### config.mk
export PLATFORM = sky130hd
export DESIGN_NAME = bubble_access_sequencer_flat
export DESIGN_NICKNAME = d
export VERILOG_FILES = /design/src/rtl/bubble_access_sequencer_if.sv /design/src/rtl/bubble_access_sequencer.sv /design/src/flat_wrapper.sv
export SDC_FILE = /design/constraint.sdc
export NUM_CORES = 1
export LEC_CHECK = 0
export ABC_AREA = 1
export CORE_UTILIZATION = 30
export DETAILED_ROUTE_END_ITERATION = 8
export GPL_ROUTABILITY_DRIVEN = 0
export SYNTH_ARGS = -nofsm -noshare
export SYNTH_HDL_FRONTEND = slang
export SYNTH_SLANG_ARGS = --single-unit
### constraint.sdc
create_clock -name master_clock -period 3.2 [get_ports master_clock]
set_input_delay 0.8 -clock master_clock [delete_from_list [all_inputs] [get_ports master_clock]]
set_output_delay 0.8 -clock master_clock [all_outputs]
set_load 0.1 [all_outputs]
### src/rtl/bubble_access_sequencer_if.sv
// Host-side request/response and timing-generator signals of the bubble access sequencer.
// The sequencer uses the slave modport; the host/generator side uses master.
interface bubble_access_sequencer_if;
    logic        access_request;
    logic [11:0] access_page;
    logic        access_bootloop;
    logic        access_busy;
    logic        access_done;
    logic        access_error;
    logic        position_change;
    logic        coil_run;
    logic        bubble_shift_enable;
    logic        replicator_enable;
    logic        bootloop_enable;
    logic [11:0] current_position;

    modport slave (
        input  access_request, access_page, access_bootloop, position_change, coil_run,
        output access_busy, access_done, access_error, bubble_shift_enable, replicator_enable,
               bootloop_enable, current_position
    );

    modport master (
        output access_request, access_page, access_bootloop, position_change, coil_run,
        input  access_busy, access_done, access_error, bubble_shift_enable, replicator_enable,
               bootloop_enable, current_position
    );
endinterface

### src/rtl/bubble_access_sequencer.sv
// Page-read sequencer for the bubble timing generator: seek, replicate, stream, park.
// Optional rotation watchdog is enabled by defining BUBBLE_TIMEOUT_EN.
module bubble_access_sequencer #(
    parameter int unsigned PAGE_COUNT     = 2053,
    parameter int unsigned READ_LENGTH    = 1200,
    parameter int unsigned TIMEOUT_CYCLES = 2047
) (
    input logic                      master_clock,
    input logic                      reset,
    bubble_access_sequencer_if.slave bus
);

    typedef enum logic [2:0] {StIdle, StSeek, StReplicate, StStream, StPark, StDone} state_e;

    localparam logic [12:0] PageLimit = 13'(PAGE_COUNT);
    localparam logic [11:0] LastPos   = 12'(PAGE_COUNT - 1);

    state_e      state_q, state_d;
    logic        prev_change_q;
    logic [11:0] position_q, position_next;
    logic [11:0] page_q, page_d;
    logic        bootloop_q, bootloop_d;
    logic        arm_q, arm_d;
    logic [11:0] rotation_q, rotation_d;
    logic        abort_q, abort_d;
    logic        pos_edge;
    logic        watchdog_expired;
    logic        shift_q, rep_q, boot_en_q, busy_q, done_q, error_q;

    assign pos_edge      = bus.position_change & ~prev_change_q;
    assign position_next = !pos_edge              ? position_q :
                           (position_q == LastPos) ? 12'd0 : position_q + 12'd1;

`ifdef BUBBLE_TIMEOUT_EN
    localparam logic [10:0] TimeoutLimit = 11'(TIMEOUT_CYCLES);
    logic [10:0] watchdog_q, watchdog_d;

    always_comb begin
        watchdog_d = '0;
        if ((state_q inside {StSeek, StReplicate, StStream}) && !pos_edge) begin
            watchdog_d = watchdog_q + 11'd1;
        end
    end

    always_ff @(posedge master_clock) begin
        if (reset) watchdog_q <= '0;
        else       watchdog_q <= watchdog_d;
    end

    assign watchdog_expired = (state_q inside {StSeek, StReplicate, StStream}) &&
                              (watchdog_q == TimeoutLimit);
`else
    logic unused_timeout;
    assign unused_timeout   = ^TIMEOUT_CYCLES;
    assign watchdog_expired = 1'b0;
`endif

    always_comb begin
        state_d    = state_q;
        page_d     = page_q;
        bootloop_d = bootloop_q;
        arm_d      = arm_q;
        rotation_d = rotation_q;
        abort_d    = abort_q;
        unique case (state_q)
            StIdle: begin
                abort_d = 1'b0;
                if (bus.access_request) begin
                    page_d     = bus.access_page;
                    bootloop_d = bus.access_bootloop;
                    if ({1'b0, bus.access_page} >= PageLimit) begin
                        abort_d = 1'b1;
                        state_d = StDone;
                    end else begin
                        // Already on the page: arm now, replicate on the next edge.
                        arm_d   = (position_next == bus.access_page);
                        state_d = StSeek;
                    end
                end
            end
            StSeek: begin
                if (pos_edge && (arm_q || position_next == page_q)) state_d = StReplicate;
            end
            StReplicate: begin
                if (pos_edge) begin
                    rotation_d = 12'(READ_LENGTH);
                    state_d    = StStream;
                end
            end
            StStream: begin
                if (pos_edge && rotation_q != 12'd0) rotation_d = rotation_q - 12'd1;
                if (rotation_q == 12'd0 || (pos_edge && rotation_q == 12'd1)) state_d = StPark;
            end
            StPark: begin
                if (!bus.coil_run) state_d = StDone;
            end
            StDone:  state_d = StIdle;
            default: state_d = StIdle;
        endcase
        if (watchdog_expired) begin
            abort_d = 1'b1;
            state_d = StPark;
        end
    end

    // Outputs are registered from the next state so they line up with state_q.
    always_ff @(posedge master_clock) begin
        if (reset) begin
            state_q       <= StIdle;
            prev_change_q <= 1'b0;
            position_q    <= '0;
            page_q        <= '0;
            bootloop_q    <= 1'b0;
            arm_q         <= 1'b0;
            rotation_q    <= '0;
            abort_q       <= 1'b0;
            shift_q       <= 1'b1;
            rep_q         <= 1'b1;
            boot_en_q     <= 1'b0;
            busy_q        <= 1'b0;
            done_q        <= 1'b0;
            error_q       <= 1'b0;
        end else begin
            state_q       <= state_d;
            prev_change_q <= bus.position_change;
            position_q    <= position_next;
            page_q        <= page_d;
            bootloop_q    <= bootloop_d;
            arm_q         <= arm_d;
            rotation_q    <= rotation_d;
            abort_q       <= abort_d;
            shift_q       <= !(state_d inside {StSeek, StReplicate, StStream});
            rep_q         <= (state_d != StReplicate);
            boot_en_q     <= bootloop_d && (state_d inside {StSeek, StReplicate, StStream, StPark});
            busy_q        <= (state_d != StIdle);
            done_q        <= (state_d == StDone);
            error_q       <= (state_d == StDone) && abort_d;
        end
    end

    assign bus.bubble_shift_enable = shift_q;
    assign bus.replicator_enable   = rep_q;
    assign bus.bootloop_enable     = boot_en_q;
    assign bus.access_busy         = busy_q;
    assign bus.access_done         = done_q;
    assign bus.access_error        = error_q;
    assign bus.current_position    = position_q;

endmodule

### src/flat_wrapper.sv
// flat-port wrapper written by rule: the top's interface ports become plain ports
module bubble_access_sequencer_flat 
#(
    parameter int unsigned PAGE_COUNT     = 2053,
    parameter int unsigned READ_LENGTH    = 1200,
    parameter int unsigned TIMEOUT_CYCLES = 2047
)
  (master_clock, reset, bus_access_request, bus_access_page, bus_access_bootloop, bus_position_change, bus_coil_run, bus_access_busy, bus_access_done, bus_access_error, bus_bubble_shift_enable, bus_replicator_enable, bus_bootloop_enable, bus_current_position);
  bubble_access_sequencer_if bus_i ();
  input logic master_clock;
  input logic reset;
  input wire logic [$bits(bus_i.access_request)-1:0] bus_access_request;
  input wire logic [$bits(bus_i.access_page)-1:0] bus_access_page;
  input wire logic [$bits(bus_i.access_bootloop)-1:0] bus_access_bootloop;
  input wire logic [$bits(bus_i.position_change)-1:0] bus_position_change;
  input wire logic [$bits(bus_i.coil_run)-1:0] bus_coil_run;
  output wire logic [$bits(bus_i.access_busy)-1:0] bus_access_busy;
  output wire logic [$bits(bus_i.access_done)-1:0] bus_access_done;
  output wire logic [$bits(bus_i.access_error)-1:0] bus_access_error;
  output wire logic [$bits(bus_i.bubble_shift_enable)-1:0] bus_bubble_shift_enable;
  output wire logic [$bits(bus_i.replicator_enable)-1:0] bus_replicator_enable;
  output wire logic [$bits(bus_i.bootloop_enable)-1:0] bus_bootloop_enable;
  output wire logic [$bits(bus_i.current_position)-1:0] bus_current_position;
  assign bus_i.access_request = bus_access_request;
  assign bus_i.access_page = bus_access_page;
  assign bus_i.access_bootloop = bus_access_bootloop;
  assign bus_i.position_change = bus_position_change;
  assign bus_i.coil_run = bus_coil_run;
  assign bus_access_busy = bus_i.access_busy;
  assign bus_access_done = bus_i.access_done;
  assign bus_access_error = bus_i.access_error;
  assign bus_bubble_shift_enable = bus_i.bubble_shift_enable;
  assign bus_replicator_enable = bus_i.replicator_enable;
  assign bus_bootloop_enable = bus_i.bootloop_enable;
  assign bus_current_position = bus_i.current_position;
  bubble_access_sequencer #(.PAGE_COUNT(PAGE_COUNT), .READ_LENGTH(READ_LENGTH), .TIMEOUT_CYCLES(TIMEOUT_CYCLES)) u_core (.master_clock(master_clock), .reset(reset), .bus(bus_i));
endmodule
* After elaboration in Yosys (flattened, before gate mapping)
Cells that the tools add are included.
** Word-level totals
- Bits of input ports :: 18
- Flip-flop bits (word level) :: 49
- Word-level logic and storage cells :: 71
** Operators by class
- Reductions and logical operators :: 18
- Muxes and demuxes :: 17
- Equality and inequality tests :: 16
- Add/subtract/negate cells :: 2
- $lt $le $gt $ge :: 1
- Bitwise logic cells :: 3
** Operator list (count)
- 2-to-1 mux 12 bit :: 4
- == test 12 bit :: 2
- one-hot mux 12 bit (2 select lines) :: 1
- 2-to-1 mux 3 bit :: 6
- one-hot mux 3 bit (5 select lines) :: 1
- adder 12 x 1 -> 12 bit, second input constant :: 1
- == test 12 x 1 -> 1 bit, second input constant :: 1
- == test 12 bit, second input constant :: 1
- == test 3 x 2 -> 1 bit, second input constant :: 4
- >= comparator 12 bit, second input constant :: 1
- logical NOT 12 bit :: 1
- nonzero test 12 bit :: 1
- subtractor 12 x 1 -> 12 bit, second input constant :: 1
- == test 3 bit, second input constant :: 3
- == test 3 x 1 -> 1 bit, second input constant :: 2
- AND reduction 3 bit :: 2
- nonzero test 3 bit :: 2
- logical AND 1 bit :: 5
- 2-to-1 mux 1 bit :: 5
- != test 2 x 1 -> 1 bit, second input constant :: 2
- nonzero test 4 bit :: 1
- logical NOT 3 bit :: 1
- != test 3 x 2 -> 1 bit, second input constant :: 1
- logical OR 1 bit :: 2
- 5 further kinds :: 6

* Longest topological paths before layout
- Depth in word-level cells :: 11
- Gate-level depth with buffers :: 21
- Depth with buffers taken out :: 21

* Worst setup path before layout
No wires, ideal clock.
- Path type :: register -> register
- Start :: reg u_core.position_q[0], in the netlist u_core.bus.current_position[0]
- End :: reg u_core.boot_en_q, in the netlist u_core.bus.bootloop_enable
- Arrival :: 2.639 ns
- Setup slack :: 0.447 ns
- Cell stages (with the launch flop) :: 17
- Setup time :: 0.114 ns
- Period minus slack after synthesis :: 2.753 ns
- Buffers on the path :: 0
- Required time :: 3.086 ns
- Path through :: dfxtp_1 ha_1 nand3_1 nor2_1 nand3_1 nand3_1 nand2_1 nor2_1 nand2_1 nor2_1 nand2_1 nand2_1 nand3_1 nand2_1 nor2_2 nor2_1 nor2_1
** Between the ends
- Word-level cells in the longest chain between the ends :: 11
- Elaborated cells on any way between the ends :: 15
** RTL lines
- from (decl) :: line bubble_access_sequencer.sv:20 : logic [11:0] position_q, position_next;
- from (signal assigned) :: line bubble_access_sequencer.sv:126 : position_q <= position_next;
- adder 12 x 1 -> 12 bit / == test 12 bit (equally long branches) :: line bubble_access_sequencer.sv:32 : (position_q == LastPos) ? 12'd0 : position_q + 12'd1;
- 2-to-1 mux 12 bit :: line bubble_access_sequencer.sv:32
- 2-to-1 mux 12 bit * :: line bubble_access_sequencer.sv:31 : assign position_next = !pos_edge ? position_q :
- == test 12 bit * :: line bubble_access_sequencer.sv:82 : if (pos_edge && (arm_q || position_next == page_q)) state_d = StReplicate;
- logical OR 1 bit * :: line bubble_access_sequencer.sv:82
- logical AND 1 bit * :: line bubble_access_sequencer.sv:82
- 2-to-1 mux 3 bit * :: line bubble_access_sequencer.sv:82
- one-hot mux 3 bit (5 select lines) * :: line bubble_access_sequencer.sv:65 : unique case (state_q)
- == test 3 x 1 -> 1 bit (tied with other cells) :: line bubble_access_sequencer.sv:134 : boot_en_q <= bootloop_d && (state_d inside {StSeek, StReplicate, StStream, StPark});
- nonzero test 4 bit * :: line bubble_access_sequencer.sv:134
- logical AND 1 bit * :: line bubble_access_sequencer.sv:134
- to (signal assigned) :: line bubble_access_sequencer.sv:134
- to (decl) :: line bubble_access_sequencer.sv:28 : logic shift_q, rep_q, boot_en_q, busy_q, done_q, error_q;
Every way passes the cells marked *; elsewhere a longest branch is shown, timed or not.
A chain may end at the register's enable or synchronous reset.

* Worst setup path in the final report
- Start :: in bus_position_change
- End :: reg u_core.shift_q, in the netlist u_core.bus.bubble_shift_enable
** Between the ends
- Word-level cells in the longest chain between the ends :: 10
- Elaborated cells on any way between the ends :: 16
** RTL lines
- from (decl) :: line flat_wrapper.sv:15 : input wire logic [$bits(bus_i.position_change)-1:0] bus_position_change;
- bitwise AND 1 bit * :: line bubble_access_sequencer.sv:30 : assign pos_edge = bus.position_change & ~prev_change_q;
- 2-to-1 mux 12 bit :: line bubble_access_sequencer.sv:31
- == test 12 bit :: line bubble_access_sequencer.sv:82
- logical OR 1 bit :: line bubble_access_sequencer.sv:82
- logical AND 1 bit :: line bubble_access_sequencer.sv:82
- 2-to-1 mux 3 bit :: line bubble_access_sequencer.sv:82
- one-hot mux 3 bit (5 select lines) * :: line bubble_access_sequencer.sv:65
- == test 3 x 1 -> 1 bit / == test 3 x 2 -> 1 bit (equally long branches) :: line bubble_access_sequencer.sv:132 : shift_q <= !(state_d inside {StSeek, StReplicate, StStream});
- nonzero test 3 bit * :: line bubble_access_sequencer.sv:132
- logical NOT 1 bit * :: line bubble_access_sequencer.sv:132
- to (signal assigned) :: line bubble_access_sequencer.sv:132
- to (decl) :: line bubble_access_sequencer.sv:28
Marked as above.

==> impl_metrics.yaml <==
die:
  start_util: 0.3160
  die_area_sq_mm: 0.009209
  fp.dieH_um: 95.97
  rows: 33
  fp.coreArea_sq_mm: 0.008382
  die_x_um: 95.97
  num_io_pins: 36
yosys:
  syn_inst: 385
  ys_async_sr_fraction: 0
  synth_xor_area_frac: 0.06802
  synth_top_area_cell: "dfxtp_1"
  synth_commonest_cells: "nand2_1 (79), inv_1 (54), nor2_1 (50)"
  synth_fp_nets: 407
  synthSimpleGateAreaFrac: 0.3382
  netlist.area_leader.share: 0.3703
  mappedNetlistArea_sq_mm: 0.002649
  yosys.cell_types.count: 33
  synthAdderAreaFrac: 0.01889
  ys_ff_latch: 49
  synth_ff_type: "dfxtp_1"
  yosysSeqAreaShare: 0.3703
  syn_area_per_cell_sq_um: 6.880
  yosysWarnings: 0
  synth_top_family_by_area: "simple AND/OR/NAND/NOR gates"
  yosysMostFrequentCell: "nand2_1"
  netlist_top_cells_area: "dfxtp_1 (37%), nand2_1 (11%), inv_1 (7.7%), nor2_1 (7.1%), nand3_1 (5.7%)"
  synth_edf_count: 0
  synthMuxAreaShare: 0
  synth-compound-area-share: 0.1105
power:
  power_uw: 1294
  vdd_ir_drop_max_mv: 0.1954
  p_leak_uw: 0.001375
  power_density_mw_per_mm2: 407.9
critical_path:
  worstPathRequired_ns: 3.44
  path_common_cell: "inv_2"
  crit_path_top_delay_cell: "clkdlybuf4s50_1"
  start_kind: "input pin"
  reg2reg_depth: 19
  end_kind: "register"
  reg2reg_slack_ns: 0.90
  slowest_delay_ns: 0.52
  cp.arrival_ns: 3.00
  r2r_start: "u_core.bus.current_position[0]"
  crit_chain: "clkdlybuf4s50_1, inv_2, nor2_4, buf_4, nand2_1, o31ai_1, nand3_1, a211oi_1, nand2_2, inv_2, nor2_2, o21ai_1"
  reg2reg_to: "u_core.bus.bubble_shift_enable"
  crit_type: "input pin to register"
  cp_max_fo: 10
cts:
  clkTransAtPathRegs_ns: 0.10
  clock-root-buffer: "clkbuf_8"
  post_cts_buffers: 0
  cts_tree: "built"
  cts_resized: 0
  holdBufCountCts: 0
  cts_buffer_depth: 2
  cts_buffers: 5
  insertion_delay_ns: 0.30
  cts.sinks: 49
  h-tree-depth: 2
drt:
  routed_wl_mm: 6.158
  avgViaCountPerCell: 4.638
  routed-via-count: 2458
  first_pass_iters: 4
  drtAntennaViolNets: 0
  drc: 0
  wl_per_cell_um: 11.62
  drt_iter0_drc: 73
hold_path:
  hp-class: "register to register"
  hp-start: "u_core.arm_q"
  holdPathStages: 2
  hold_path_end: "u_core.arm_q"
cells_and_area:
  num_antenna_cells: 0
  multi_input_area_sq_mm: 0.001419
  stdcell_area_sq_mm: 0.003172
  synthToLayoutAreaGrowth_pct: 19.74
  nets: 446
  drive_gt1_frac: 0.1224
  fill_cells: 891
  fin_cells: 530
  seqCellArea_sq_um: 980.9
placement:
  place_area_sq_mm: 0.003080
  portBuffers: 35
  place_ws_ns: 0.1423
  dpl.hpwl_mm: 4.768
  dpl.cell_count: 522
global_routing:
  grtUsageMet1: 0.1794
  grtUsageMet3: 0.02765
  grt-ovfl-total: 0
  top_usage_layer: "met2"
  grt_first_pass_wirelength_mm: 10.25
  grt_pass1_vias: 2298
  track_usage: 0.1421
  antenna_found_initial: 0
  met2_usage: 0.2452
  grt_max_degree: 27
timing:
  fmax_ghz: 0.3626
  timing.final.crit_share: 0.8618
  tightest_slew_ns: 0.4868
  setup-tns-final_ns: 0
  rsz0062_at_grt: "false"
  min_period_ns: 2.758
  worst_slack_ns: 0.4423
  skew_ns: 0.008091
  setup_viol: 0
  hold_violations: 0
  drv_slew: 0
  max_slew_margin: 0.6751
flow_run:
  drv_cap: 0
outcome:
  status: "complete, no violations"
## cell usage in the layout, fill, tap and decap left out, types with 7 or more instances in the layout
| cell | Yosys | final |
|---|---|---|
| a21oi_1 | 19 | 19 |
| nand3_1 | 30 | 30 |
| dfxtp_1 | 49 | 49 |
| buf_4 | 0 | 22 |
| nand2_1 | 79 | 79 |
| inv_1 | 54 | 54 |
| o21ai_0 | 19 | 19 |
| clkdlybuf4s50_1 | 0 | 17 |
| nor2_1 | 50 | 50 |
| xor2_1 | 9 | 9 |
| nand4_1 | 7 | 7 |
| xnor2_1 | 9 | 9 |
## power by group
| group | total [uW] | internal (uW) | switching [uW] |
|---|---|---|---|
| sequential | 659 | 641 | 17.9 |
| combinational | 268 | 87.9 | 180 |
| clock | 367 | 154 | 213 |
## state kept, by name, summed over array words and instances, names as in the netlist
| register | cells |
|---|---|
| u_core.abort_q | 1 |
| u_core.arm_q | 1 |
| u_core.bootloop_q | 1 |
| u_core.bus.access_busy | 1 |
| u_core.bus.access_done | 1 |
| u_core.bus.access_error | 1 |
| u_core.bus.bootloop_enable | 1 |
| u_core.bus.bubble_shift_enable | 1 |
| u_core.bus.current_position | 12 |
| u_core.bus.replicator_enable | 1 |
| u_core.page_q | 12 |
| u_core.prev_change_q | 1 |
| u_core.rotation_q | 12 |
| u_core.state_q | 3 |
## layer usage
metal  up-vias  wire (um)  part of all wire
met5         -          0                 0
met4         0         94             0.015
met3        10        303             0.049
met2        62       2879              0.47
met1      1072       2880              0.47
li1       1314          -                 -
## through the flow
step / hold slack (ns) / utilization
final: 0.4751 / 0.3784
after global routing: 0.5036 / 0.3784
after CTS: 0.4780 / 0.3784
after detailed placement: 0.4633 / 0.3675
after global placement: 0.4508 / 0.3675
after floorplan: 0.4434 / -
## how the worst max path moves through the flow
stage | startpoint | end | slack (ns) | depth (start not counted)
floorplan | u_core.bus.current_position[0] | u_core.bus.bootloop_enable | 0.45 | 16
global placement | bus_position_change | u_core.bus.bootloop_enable | 0.22 | 18
detailed placement | bus_position_change | u_core.bus.bubble_shift_enable | 0.14 | 12
CTS | bus_position_change | u_core.bus.bubble_shift_enable | 0.44 | 12
global route | bus_position_change | u_core.bus.bubble_shift_enable | 0.22 | 12
finish | bus_position_change | u_core.bus.bubble_shift_enable | 0.44 | 12
## worst max-delay path, delay by kind of cell
| family | cells | cell delay [ns] |
|---|---|---|
| AO/OA/AOI/OAI | 3 | 0.71 |
| buffers and inverters | 4 | 0.88 |
| AND/OR/NAND/NOR | 5 | 0.60 |
## cell families (layout without fill, tap and decap cells)
logic type	count (synthesis)	count (layout)
AO/OA/AOI/OAI	53	53
XOR/XNOR	19	19
adder cells (fa/ha/maj)	4	4
buffers and inverters	64	104
flip-flops	49	49
AND/OR/NAND/NOR	196	196
## area by class of cell
cell class	instances	area share
Sequential cell	49	0.3093
Clock inverter	3	0.007101
Timing Repair Buffer	39	0.1057
Multi-Input combinational cell	272	0.4473
Inverter	57	0.06746
Tap cell	105	0.04142
Clock buffer	5	0.02170
Power figures use the tool's default switching activity.
